`src/rtl/btle_rx_packet_ctrl_pkg.sv`:
```
// -----------------------------------------------------------------------------
// btle_rx_pkg
//   Shared definitions for the BTLE receive packet sequencer:
//   - rx_state_e   : packet sequencer states
//   - HEADER_BITS  : PDU header length in bits
//   - CRC_BITS     : CRC length in bits
//   - ADV_ACCESS_ADDR : advertising-channel access address
//   - popcount32() : population count used by the tolerant AA matcher
// -----------------------------------------------------------------------------
package btle_rx_pkg;

    typedef enum logic [2:0] {
        ST_IDLE,
        ST_SEARCH,
        ST_HEADER,
        ST_PAYLOAD,
        ST_DONE
    } rx_state_e;

    localparam int unsigned HEADER_BITS     = 16;
    localparam int unsigned CRC_BITS        = 24;
    localparam logic [31:0] ADV_ACCESS_ADDR = 32'h8E89_BED6;

    function automatic logic [5:0] popcount32(input logic [31:0] v);
        logic [5:0] n;
        n = '0;
        for (int unsigned i = 0; i < 32; i++) begin
            n = n + {5'd0, v[i]};
        end
        return n;
    endfunction

endpackage

```
`src/rtl/btle_rx_packet_ctrl_if.sv`:
```
// -----------------------------------------------------------------------------
// btle_rx_packet_ctrl_if
//   Groups the demodulator-facing inputs and the PDU-facing outputs of the
//   receive packet sequencer.
//   master : drives rx_enable/access_address/channel_number/phy_bit/bit_valid,
//            observes aa_hit/pdu_bit/pdu_bit_valid/pdu_length/packet_done/
//            search_timeout/busy
//   slave  : the sequencer side (directions reversed)
// -----------------------------------------------------------------------------
interface btle_rx_packet_ctrl_if;

    logic        rx_enable;
    logic [31:0] access_address;
    logic [5:0]  channel_number;
    logic        phy_bit;
    logic        bit_valid;

    logic        aa_hit;
    logic        pdu_bit;
    logic        pdu_bit_valid;
    logic [7:0]  pdu_length;
    logic        packet_done;
    logic        search_timeout;
    logic        busy;

    modport master (
        output rx_enable, access_address, channel_number, phy_bit, bit_valid,
        input  aa_hit, pdu_bit, pdu_bit_valid, pdu_length, packet_done,
               search_timeout, busy
    );

    modport slave (
        input  rx_enable, access_address, channel_number, phy_bit, bit_valid,
        output aa_hit, pdu_bit, pdu_bit_valid, pdu_length, packet_done,
               search_timeout, busy
    );

endinterface

```
`src/rtl/btle_whitening_lfsr.sv`:
```
// -----------------------------------------------------------------------------
// btle_whitening_lfsr
//   7-bit BTLE data whitening generator (x^7 + x^4 + 1). Shared by RX and TX.
//   Ports:
//     clk, rst   : clock, synchronous active-high reset
//     load_i     : load seed from channel index (w[6:1] = bit-reversed ch, w[0]=1)
//     seed_i[5:0]: channel index
//     advance_i  : step the generator by one bit
//     bit_o      : current whitening bit (w[6])
// -----------------------------------------------------------------------------
module btle_whitening_lfsr (
    input  logic       clk,
    input  logic       rst,
    input  logic       load_i,
    input  logic [5:0] seed_i,
    input  logic       advance_i,
    output logic       bit_o
);

    logic [6:0] w_q, w_d;

    always_comb begin
        w_d = w_q;
        if (load_i) begin
            w_d = {seed_i[0], seed_i[1], seed_i[2], seed_i[3], seed_i[4], seed_i[5], 1'b1};
        end else if (advance_i) begin
            // Feedback from w[6] folds into w[4] and wraps into w[0].
            w_d = {w_q[5], w_q[4], w_q[3] ^ w_q[6], w_q[2], w_q[1], w_q[0], w_q[6]};
        end
    end

    always_ff @(posedge clk) begin
        if (rst) begin
            w_q <= '0;
        end else begin
            w_q <= w_d;
        end
    end

    assign bit_o = w_q[6];

endmodule

```
`src/rtl/btle_rx_packet_ctrl.sv`:
```
// -----------------------------------------------------------------------------
// btle_rx_packet_ctrl
//   Packet sequencer behind the GFSK demodulator: searches the bit stream for
//   the access address, de-whitens the PDU header, captures the length and
//   gates header + payload + CRC bits downstream, then reports completion.
//   Ports:
//     clk, rst : 16 MHz clock, synchronous active-high reset
//     bus      : btle_rx_packet_ctrl_if.slave
//                in : rx_enable, access_address[31:0], channel_number[5:0],
//                     phy_bit, bit_valid
//                out: aa_hit, pdu_bit, pdu_bit_valid, pdu_length[7:0],
//                     packet_done, search_timeout, busy
//   Build option:
//     BTLE_RX_AA_TOLERANCE_EN : accept the AA with up to AA_MAX_ERR bit errors;
//                               undefined -> exact 32-bit match.
// -----------------------------------------------------------------------------
module btle_rx_packet_ctrl
    import btle_rx_pkg::*;
#(
    parameter int unsigned CNT_WIDTH      = 12,
    parameter int unsigned SEARCH_TIMEOUT = 0,
    parameter int unsigned AA_MAX_ERR     = 1
) (
    input  logic                 clk,
    input  logic                 rst,
    btle_rx_packet_ctrl_if.slave bus
);

    localparam logic [CNT_WIDTH-1:0] HDR_LAST   = CNT_WIDTH'(HEADER_BITS - 1);
    localparam logic [CNT_WIDTH-1:0] LEN_FIRST  = CNT_WIDTH'(8);
    localparam logic [CNT_WIDTH-1:0] FIXED_LAST = CNT_WIDTH'(HEADER_BITS + CRC_BITS - 1);

    rx_state_e            state_q, state_d;
    logic [31:0]          sr_q, sr_d;
    logic [31:0]          aa_q, aa_d;
    logic [31:0]          tcnt_q, tcnt_d;
    logic [5:0]           ch_q, ch_d;
    logic [CNT_WIDTH-1:0] cnt_q, cnt_d;
    logic [7:0]           len_q, len_d;
    logic                 aa_hit_q, aa_hit_d;
    logic                 pdu_bit_q, pdu_bit_d;
    logic                 pdu_vld_q, pdu_vld_d;
    logic                 done_q, done_d;
    logic                 tmo_q, tmo_d;

    logic [31:0]          sr_shift;
    logic [31:0]          tcnt_inc;
    logic [CNT_WIDTH-1:0] last_cnt;
    logic                 accept;
    logic                 aa_match;
    logic                 tmo_hit;
    logic                 in_pdu;
    logic                 lfsr_load;
    logic                 lfsr_adv;
    logic                 w_bit;

    // Match/timeout are judged on the shift register as it will look after
    // the current bit, so a hit is registered on the very bit that completes it.
    always_comb begin
        accept   = bus.bit_valid && bus.rx_enable;
        sr_shift = {bus.phy_bit, sr_q[31:1]};
        tcnt_inc = tcnt_q + 32'd1;
`ifdef BTLE_RX_AA_TOLERANCE_EN
        aa_match = ({26'd0, popcount32(sr_shift ^ aa_q)} <= AA_MAX_ERR);
`else
        aa_match = (sr_shift == aa_q);
`endif
        tmo_hit  = (SEARCH_TIMEOUT != 0) && (tcnt_inc == SEARCH_TIMEOUT);
        last_cnt = FIXED_LAST + (CNT_WIDTH'(len_q) << 3);
    end

`ifndef BTLE_RX_AA_TOLERANCE_EN
    // Error budget only matters for the tolerant matcher.
    logic unused_aa_max_err;
    assign unused_aa_max_err = (AA_MAX_ERR != 0);
`endif

    always_ff @(posedge clk) begin
        if (rst) begin
            state_q <= ST_IDLE;
        end else begin
            state_q <= state_d;
        end
    end

    // Dropping rx_enable aborts from any active state; a match beats a
    // timeout landing on the same bit.
    always_comb begin
        state_d = state_q;
        unique case (state_q)
            ST_IDLE: begin
                if (bus.rx_enable) state_d = ST_SEARCH;
            end
            ST_SEARCH: begin
                if (!bus.rx_enable) begin
                    state_d = ST_IDLE;
                end else if (bus.bit_valid) begin
                    if (aa_match)     state_d = ST_HEADER;
                    else if (tmo_hit) state_d = ST_IDLE;
                end
            end
            ST_HEADER: begin
                if (!bus.rx_enable) begin
                    state_d = ST_IDLE;
                end else if (bus.bit_valid && (cnt_q == HDR_LAST)) begin
                    state_d = ST_PAYLOAD;
                end
            end
            ST_PAYLOAD: begin
                if (!bus.rx_enable) begin
                    state_d = ST_IDLE;
                end else if (bus.bit_valid && (cnt_q == last_cnt)) begin
                    state_d = ST_DONE;
                end
            end
            ST_DONE: begin
                state_d = bus.rx_enable ? ST_SEARCH : ST_IDLE;
            end
            default: state_d = ST_IDLE;
        endcase
    end

    always_comb begin
        in_pdu    = (state_q == ST_HEADER) || (state_q == ST_PAYLOAD);
        lfsr_load = (state_q == ST_SEARCH) && accept && aa_match;
        lfsr_adv  = in_pdu && accept;

        aa_hit_d  = lfsr_load;
        tmo_d     = (state_q == ST_SEARCH) && accept && !aa_match && tmo_hit;
        done_d    = (state_q == ST_DONE);
        pdu_vld_d = lfsr_adv;
        pdu_bit_d = lfsr_adv ? (bus.phy_bit ^ w_bit) : pdu_bit_q;

        aa_d   = aa_q;
        ch_d   = ch_q;
        sr_d   = sr_q;
        tcnt_d = tcnt_q;
        cnt_d  = cnt_q;
        len_d  = len_q;

        if ((state_q == ST_IDLE) && bus.rx_enable) begin
            aa_d   = bus.access_address;
            ch_d   = bus.channel_number;
            sr_d   = '0;
            tcnt_d = '0;
        end
        // Re-arming after a packet starts a fresh search window.
        if (state_q == ST_DONE) begin
            sr_d   = '0;
            tcnt_d = '0;
        end
        if ((state_q == ST_SEARCH) && accept) begin
            sr_d   = sr_shift;
            tcnt_d = tcnt_inc;
        end

        if (lfsr_load) cnt_d = '0;
        if (lfsr_adv)  cnt_d = cnt_q + CNT_WIDTH'(1);

        // Header bits 8..15 arrive LSB first: shift in from the top.
        if (lfsr_adv && (state_q == ST_HEADER) && (cnt_q >= LEN_FIRST)) begin
            len_d = {bus.phy_bit ^ w_bit, len_q[7:1]};
        end
    end

    always_ff @(posedge clk) begin
        if (rst) begin
            sr_q      <= '0;
            aa_q      <= '0;
            tcnt_q    <= '0;
            ch_q      <= '0;
            cnt_q     <= '0;
            len_q     <= '0;
            aa_hit_q  <= 1'b0;
            pdu_bit_q <= 1'b0;
            pdu_vld_q <= 1'b0;
            done_q    <= 1'b0;
            tmo_q     <= 1'b0;
        end else begin
            sr_q      <= sr_d;
            aa_q      <= aa_d;
            tcnt_q    <= tcnt_d;
            ch_q      <= ch_d;
            cnt_q     <= cnt_d;
            len_q     <= len_d;
            aa_hit_q  <= aa_hit_d;
            pdu_bit_q <= pdu_bit_d;
            pdu_vld_q <= pdu_vld_d;
            done_q    <= done_d;
            tmo_q     <= tmo_d;
        end
    end

    btle_whitening_lfsr u_whitening (
        .clk       (clk),
        .rst       (rst),
        .load_i    (lfsr_load),
        .seed_i    (ch_q),
        .advance_i (lfsr_adv),
        .bit_o     (w_bit)
    );

    assign bus.aa_hit         = aa_hit_q;
    assign bus.pdu_bit        = pdu_bit_q;
    assign bus.pdu_bit_valid  = pdu_vld_q;
    assign bus.pdu_length     = len_q;
    assign bus.packet_done    = done_q;
    assign bus.search_timeout = tmo_q;
    assign bus.busy           = in_pdu;

endmodule

```
`src/flat_wrapper.sv`:
```
// flat-port wrapper written by rule: the top's interface ports become plain ports
module btle_rx_packet_ctrl_flat import btle_rx_pkg::*;
#(
    parameter int unsigned CNT_WIDTH      = 12,
    parameter int unsigned SEARCH_TIMEOUT = 0,
    parameter int unsigned AA_MAX_ERR     = 1
)
  (clk, rst, bus_rx_enable, bus_access_address, bus_channel_number, bus_phy_bit, bus_bit_valid, bus_aa_hit, bus_pdu_bit, bus_pdu_bit_valid, bus_pdu_length, bus_packet_done, bus_search_timeout, bus_busy);
  btle_rx_packet_ctrl_if bus_i ();
  input  logic clk;
  input  logic rst;
  input wire logic [$bits(bus_i.rx_enable)-1:0] bus_rx_enable;
  input wire logic [$bits(bus_i.access_address)-1:0] bus_access_address;
  input wire logic [$bits(bus_i.channel_number)-1:0] bus_channel_number;
  input wire logic [$bits(bus_i.phy_bit)-1:0] bus_phy_bit;
  input wire logic [$bits(bus_i.bit_valid)-1:0] bus_bit_valid;
  output wire logic [$bits(bus_i.aa_hit)-1:0] bus_aa_hit;
  output wire logic [$bits(bus_i.pdu_bit)-1:0] bus_pdu_bit;
  output wire logic [$bits(bus_i.pdu_bit_valid)-1:0] bus_pdu_bit_valid;
  output wire logic [$bits(bus_i.pdu_length)-1:0] bus_pdu_length;
  output wire logic [$bits(bus_i.packet_done)-1:0] bus_packet_done;
  output wire logic [$bits(bus_i.search_timeout)-1:0] bus_search_timeout;
  output wire logic [$bits(bus_i.busy)-1:0] bus_busy;
  assign bus_i.rx_enable = bus_rx_enable;
  assign bus_i.access_address = bus_access_address;
  assign bus_i.channel_number = bus_channel_number;
  assign bus_i.phy_bit = bus_phy_bit;
  assign bus_i.bit_valid = bus_bit_valid;
  assign bus_aa_hit = bus_i.aa_hit;
  assign bus_pdu_bit = bus_i.pdu_bit;
  assign bus_pdu_bit_valid = bus_i.pdu_bit_valid;
  assign bus_pdu_length = bus_i.pdu_length;
  assign bus_packet_done = bus_i.packet_done;
  assign bus_search_timeout = bus_i.search_timeout;
  assign bus_busy = bus_i.busy;
  btle_rx_packet_ctrl #(.CNT_WIDTH(CNT_WIDTH), .SEARCH_TIMEOUT(SEARCH_TIMEOUT), .AA_MAX_ERR(AA_MAX_ERR)) u_core (.clk(clk), .rst(rst), .bus(bus_i));
endmodule
```
`config.mk`:
```
export PLATFORM = sky130hd
export DESIGN_NAME = btle_rx_packet_ctrl_flat
export DESIGN_NICKNAME = d
export VERILOG_FILES = /design/src/rtl/btle_rx_packet_ctrl_pkg.sv /design/src/rtl/btle_rx_packet_ctrl_if.sv /design/src/rtl/btle_whitening_lfsr.sv /design/src/rtl/btle_rx_packet_ctrl.sv /design/src/flat_wrapper.sv
export SDC_FILE = /design/constraint.sdc
export NUM_CORES = 1
export LEC_CHECK = 0
export ABC_AREA = 1
export CELL_PAD_IN_SITES_DETAIL_PLACEMENT = 1
export CELL_PAD_IN_SITES_GLOBAL_PLACEMENT = 1
export CORE_MARGIN = 5
export CORE_UTILIZATION = 43
export DETAILED_ROUTE_END_ITERATION = 10
export GPL_TIMING_DRIVEN = 0
export PLACE_DENSITY = 0.81
export SLEW_MARGIN = 5
export SYNTH_ARGS = -nofsm -noshare
export SYNTH_HDL_FRONTEND = slang
export SYNTH_SLANG_ARGS = --single-unit
```
`constraint.sdc`:
```
create_clock -name clk -period 3.83 [get_ports clk]
set_input_delay 0.5745 -clock clk [delete_from_list [all_inputs] [get_ports clk]]
set_output_delay 0.5745 -clock clk [all_outputs]
set_load 0.01 [all_outputs]
```
# Word-level counts from Yosys, hierarchy flattened
# Index checks and enable logic that the tools add are counted.
# W data, S select, Z words.
[word_totals]
wordCells = 59
inputBits = 43
regBits = 104
output_inout_bits = 14
[classes]
n_bitwise = 2
eq_ne = 12
n_lt_le_gt_ge = 1
n_reduce_logical = 14
mux = 17
n_addsub = 2
[ops]
columns = ["operator", "n"]
rows = [
  ["$mux W32", 3],
  ["$eq A32 B32 Y1", 1],
  ["$mux W12", 2],
  ["$mux W3", 8],
  ["$pmux W3 S5", 1],
  ["$mux W7", 2],
  ["$add A12 B1 Y12 const B", 1],
  ["$add A6 B11 Y12 const A", 1],
  ["$eq A12 B12 Y1", 1],
  ["$eq A12 B4 Y1 const B", 1],
  ["$ge A12 B4 Y1 const B", 1],
  ["$logic_and A1 B1 Y1", 9],
  ["$ne A3 B2 Y1 const B", 3],
  ["$eq A3 B2 Y1 const B", 2],
  ["$reduce_and A5 Y1", 1],
  ["$eq A3 B1 Y1 const B", 1],
  ["$eq A3 B3 Y1 const B", 1],
  ["$logic_not A3 Y1", 1],
  ["$ne A3 B3 Y1 const B", 1],
  ["$reduce_bool A3 Y1", 1],
  ["$ne A2 B2 Y1 const B", 1],
  ["$reduce_bool A2 Y1", 1],
  ["$xor A1 B1 Y1", 2],
  ["$logic_or A1 B1 Y1", 1],
  ["$mux W1", 1],
]

# Longest topological paths before layout
[depth]
ltp_word = 6
depth_mapped = 14
depth_no_buf = 14

# Cells and area by module
# A second synthesis with hierarchy kept.
[unflattened]
cells_unflattened = 747
hier_area_um2 = 5108.6
[by_module_without_submodules]
columns = ["module", "area_each_um2", "cells_each", "seq_area_each_um2", "instances"]
rows = [
  ["btle_rx_packet_ctrl", 4735.8, 692, 1921.8, 1],
  ["btle_whitening_lfsr", 372.9, 55, 140.1, 1],
]

# Worst setup path before layout
# Ideal clock, no wire load.
[synth_path]
path_type = "in2reg"
start = "in bus_phy_bit"
end = "reg u_core.u_whitening.w_q[5]"
t_arrival_ps = 1475
path_stages = 12
slack_ps = 2221
t_required_ps = 3696
setup_time_ps = 134
path_cell_list = "inv_2 > nand2_1 > nand2_1 > nor2_1 > nand3b_1 > nor2_1 > nand2_1 > nor2_4 > nand2_2 > buf_6 > nand3_2 > a21oi_1"
[synth_via]
elab_chain_cells = 3
elab_cells_between_ends = 4
[synth_lines]
columns = ["item", "line_no", "text"]
rows = [
  ["start: declaration", "flat_wrapper.sv:15", "input wire logic [$bits(bus_i.phy_bit)-1:0] bus_phy_bit;"],
  ["$eq A32 B32 Y1 *", "btle_rx_packet_ctrl.sv:66", "aa_match = (sr_shift == aa_q);"],
  ["$logic_and A1 B1 Y1 *", "btle_rx_packet_ctrl.sv:125", "lfsr_load = (state_q == ST_SEARCH) && accept && aa_match;"],
  ["$mux W7 / $reduce_bool A2 Y1 (equally long branches)", "--", ""],
  ["end signal: assignment", "btle_whitening_lfsr.sv:36", "w_q <= w_d;"],
  ["end: declaration", "btle_whitening_lfsr.sv:20", "logic [6:0] w_q, w_d;"],
]
# Mark *: on every way between the ends. The rest lies on a longest branch, timed or not.
# A chain may end at the register's enable or synchronous reset.

# Final worst setup path
[layout_path]
start = "in bus_rx_enable"
end = "reg u_core.aa_q[6]"
[layout_via]
elab_chain_cells = 1
[layout_lines]
columns = ["item", "line_no", "text"]
rows = [
  ["start: declaration", "flat_wrapper.sv:12", "input wire logic [$bits(bus_i.rx_enable)-1:0] bus_rx_enable;"],
  ["$logic_and A1 B1 Y1", "btle_rx_packet_ctrl.sv:141", "if ((state_q == ST_IDLE) && bus.rx_enable) begin"],
  ["end signal: assignment", "btle_rx_packet_ctrl.sv:169", "aa_q <= '0;"],
  ["end signal: assignment", "btle_rx_packet_ctrl.sv:181", "aa_q <= aa_d;"],
  ["end: declaration", "btle_rx_packet_ctrl.sv:35", "logic [31:0] aa_q, aa_d;"],
]
# Every way passes these cells.

==> out/metrics.csv <==
stage,metric,value,unit
run_status,status,"finished, final reports clean",
synth,synth_most_common_cell,nand2_1,
floorplanning,dieArea,14400,um2
hold_path,min_path_cells,2,
clocking,cts_root_buf,clkbuf_16,
floorplanning,start_util,43.6,%
synth,synth_top_area_share,39.7,%
hold_path,hp-class,register to register,
worst_setup_path,endpoint_kind,register,
synth,yosys-top-cells-area,"dfxtp_1 40%, nand2_1 11%, nor2_1 8.7%",
worst_setup_path,start_kind,input port,
timing,hold_viol,0,
power_and_ir_drop,power_density,513,nW/um2
timing,tns,0,ns
worst_setup_path,crit_required,4.06,ns
clocking,htree_levels,3,
worst_setup_path,crit_fanout,10,
grt,antenna_found_initial,0,
routing,drc,0,
grt,grt_max_degree,18,
grt,grt.overflow.total,0,
floorplanning,die_y,120,um
routing,drtPass1Iterations,4,
synth,yosys_warnings,0,
timing,slew_viol_final,0,
grt,grt_pass1_wl,27000,um
flow_run,drv_cap,0,
place,gp_congestion,0.876,
power_and_ir_drop,p_leak,2.58,nW
routing,drt_first_iter_violations,347,
clocking,hold_buffers,0,
floorplanning,std_cell_rows,40,
timing,finClkSkew,0.00686,ns
clocking,clk_latency,0.36,ns
layout,fin_area,6220,um2
grt,grt_pass1_vias,5457,
synth,syn_nets,822,
place,portBuffers,54,
timing,setup_viol,0,
layout,area_growth,19.7,%
synth,ys.flop_type,dfxtp_1,
worst_setup_path,arrival,2.37,ns
synth,syn-cell-area,5190,um2
clocking,ctsResizeCount,0,
clocking,cts_sinks,103,
routing,vias,5131,
synth,ys_seq_area_share,39.7,%
clocking,cts_setup_buffers,0,
floorplanning,coreArea,11900,um2
floorplanning,fp.dieW,120,um
worst_setup_path,reg2reg_depth,12,
clocking,cts_tree,built,
timing,relSlewSlack,54.4,%
timing,rsz0062_at_grt,false,
synth,synth_edf_count,0,
timing,min_period,2.14,ns
worst_setup_path,crit_type,input port to register,
clocking,cts_max_path_buffers,2,
layout,nNetsFinal,887,
routing,final_antenna_net_count,0,
timing,max_freq,467,MHz
power_and_ir_drop,finalPower,3.19,mW
worst_setup_path,rrSetupSlack,1.82,ns
layout,antenna_cells,0,
routing,wl,16500,um
grt,grt_use_total,23.7,%
synth,ys_types,30,
power_and_ir_drop,ir_worst_vdd,0.000352,V
synth,synth_seq_cells,103,
routing,vias_per_cell,5.17,
layout,final_layout_size_suffix_gt1_share,7.57,%
synth,synthTopCellsByCount,"150 x nand2_1, 120 x nor2_1, 118 x inv_1, 103 x dfxtp_1, 63 x o21ai_0",
synth,yosysTopAreaCell,dfxtp_1,
place,post_dp_cell_area,5920,um2
timing,period_share,55.9,%
place,hpwlAfterDp,12700,um
synth,netlist_instances,776,
clocking,clkSlewWorstSetupHoldPaths,0.07,ns
routing,wl_per_cell,16.7,um
timing,tightestPinTransition,0.684,ns
synth,synth.avg_cell_area,6.69,um2
clocking,numCtsBuffers,9,
floorplanning,pin_count,57,
synth,synthArstFlopShare,0,%
[flip-flops by register name, summed over array words and instances (netlist names), 3 cells and up]
signal,cells
u_core.aa_q,32
u_core.cnt_q,12
u_core.state_q,3
u_core.bus.pdu_length,8
u_core.u_whitening.w_q,7
u_core.ch_q,6
u_core.sr_q,31
[through the flow]
stage / setup WS, ns / hold slack, ns / std cells / util, %
2_1_floorplan: 2.22 / 0.430 / 776 / -
3_3_place_gp: 1.32 / 0.451 / 977 / 49.7
3_5_place_dp: 1.30 / 0.453 / 977 / 49.7
4_1_cts: 1.69 / 0.463 / 993 / 52.2
5_1_grt: 1.43 / 0.493 / 993 / 52.2
6_report: 1.69 / 0.459 / 993 / 52.2
[cell usage in the layout, fill, tap and decap left out, drive strengths merged]
master / Yosys / layout
ha: 3 / 3
o22ai: 31 / 31
inv: 133 / 134
buf: 14 / 14
dfxtp: 103 / 103
o21ai: 71 / 71
nor2: 126 / 126
xnor2: 10 / 10
nand4: 8 / 8
conb: 1 / 1
clkinvlp: 0 / 3
nor3: 7 / 7
clkdlybuf4s50: 0 / 54
bufinv: 0 / 1
nand2: 152 / 152
clkinv: 0 / 1
nand3: 35 / 35
xor2: 9 / 9
clkbuf: 17 / 27
and2: 2 / 2
a21oi: 49 / 49
o31ai: 1 / 1
nand3b: 3 / 3
a211oi: 1 / 1
[final timing paths]
kind                                  from                end
setup / recovery             bus_rx_enable     u_core.aa_q[6]
hold / removal              u_core.ch_q[4]     u_core.ch_q[4]
setup reg to reg  u_core.bus.pdu_length[2]  u_core.state_q[1]
hold reg to reg             u_core.ch_q[4]     u_core.ch_q[4]
[worst max-delay path: stages]
cell	delay, ns
clkdlybuf4s50_1	0.56
inv_1	0.14
nor2_4	0.31
inv_2	0.13
clkbuf_1	0.26
o21ai_0	0.31
a21oi_1	0.07
[routing by layer]
layer  wire, um  global-route usage, %
met1       7640                   30.6
met2       8030                   39.9
met3        660                   5.70
met4        221                   5.65
met5          0                      0
[power breakdown]
group          internal [mW]  switching [mW]  leakage, nW
Clock                  0.511           0.439        0.135
Combinational          0.327           0.628         1.60
Sequential              1.20          0.0855        0.839
Total                   2.04            1.15         2.58
[cell families (layout without fill, tap and decap cells)]
| family | after synthesis | count (layout) | synth area share (%) |
|---|---|---|---|
| simple gates | 333 | 333 | 27.6 |
| buf+inv | 164 | 234 | 13.0 |
| compound gates | 153 | 153 | 15.7 |
| flops | 103 | 103 | 39.7 |
| xor+xnor | 19 | 19 | 3.20 |
| fa+ha+maj | 3 | 3 | 0.723 |
| other cells | 1 | 1 | 0.0722 |
[layout make-up]
type	instances	area (um2)
buffer	31	175
timing repair buffer	54	541
inverter	133	499
sequential	103	2060
clock buffer	10	229
multi-input combinational	509	2460
fill	1585	5700
clock inverter	6	70.1
tap	147	184
(Power assumes the default switching activity.)
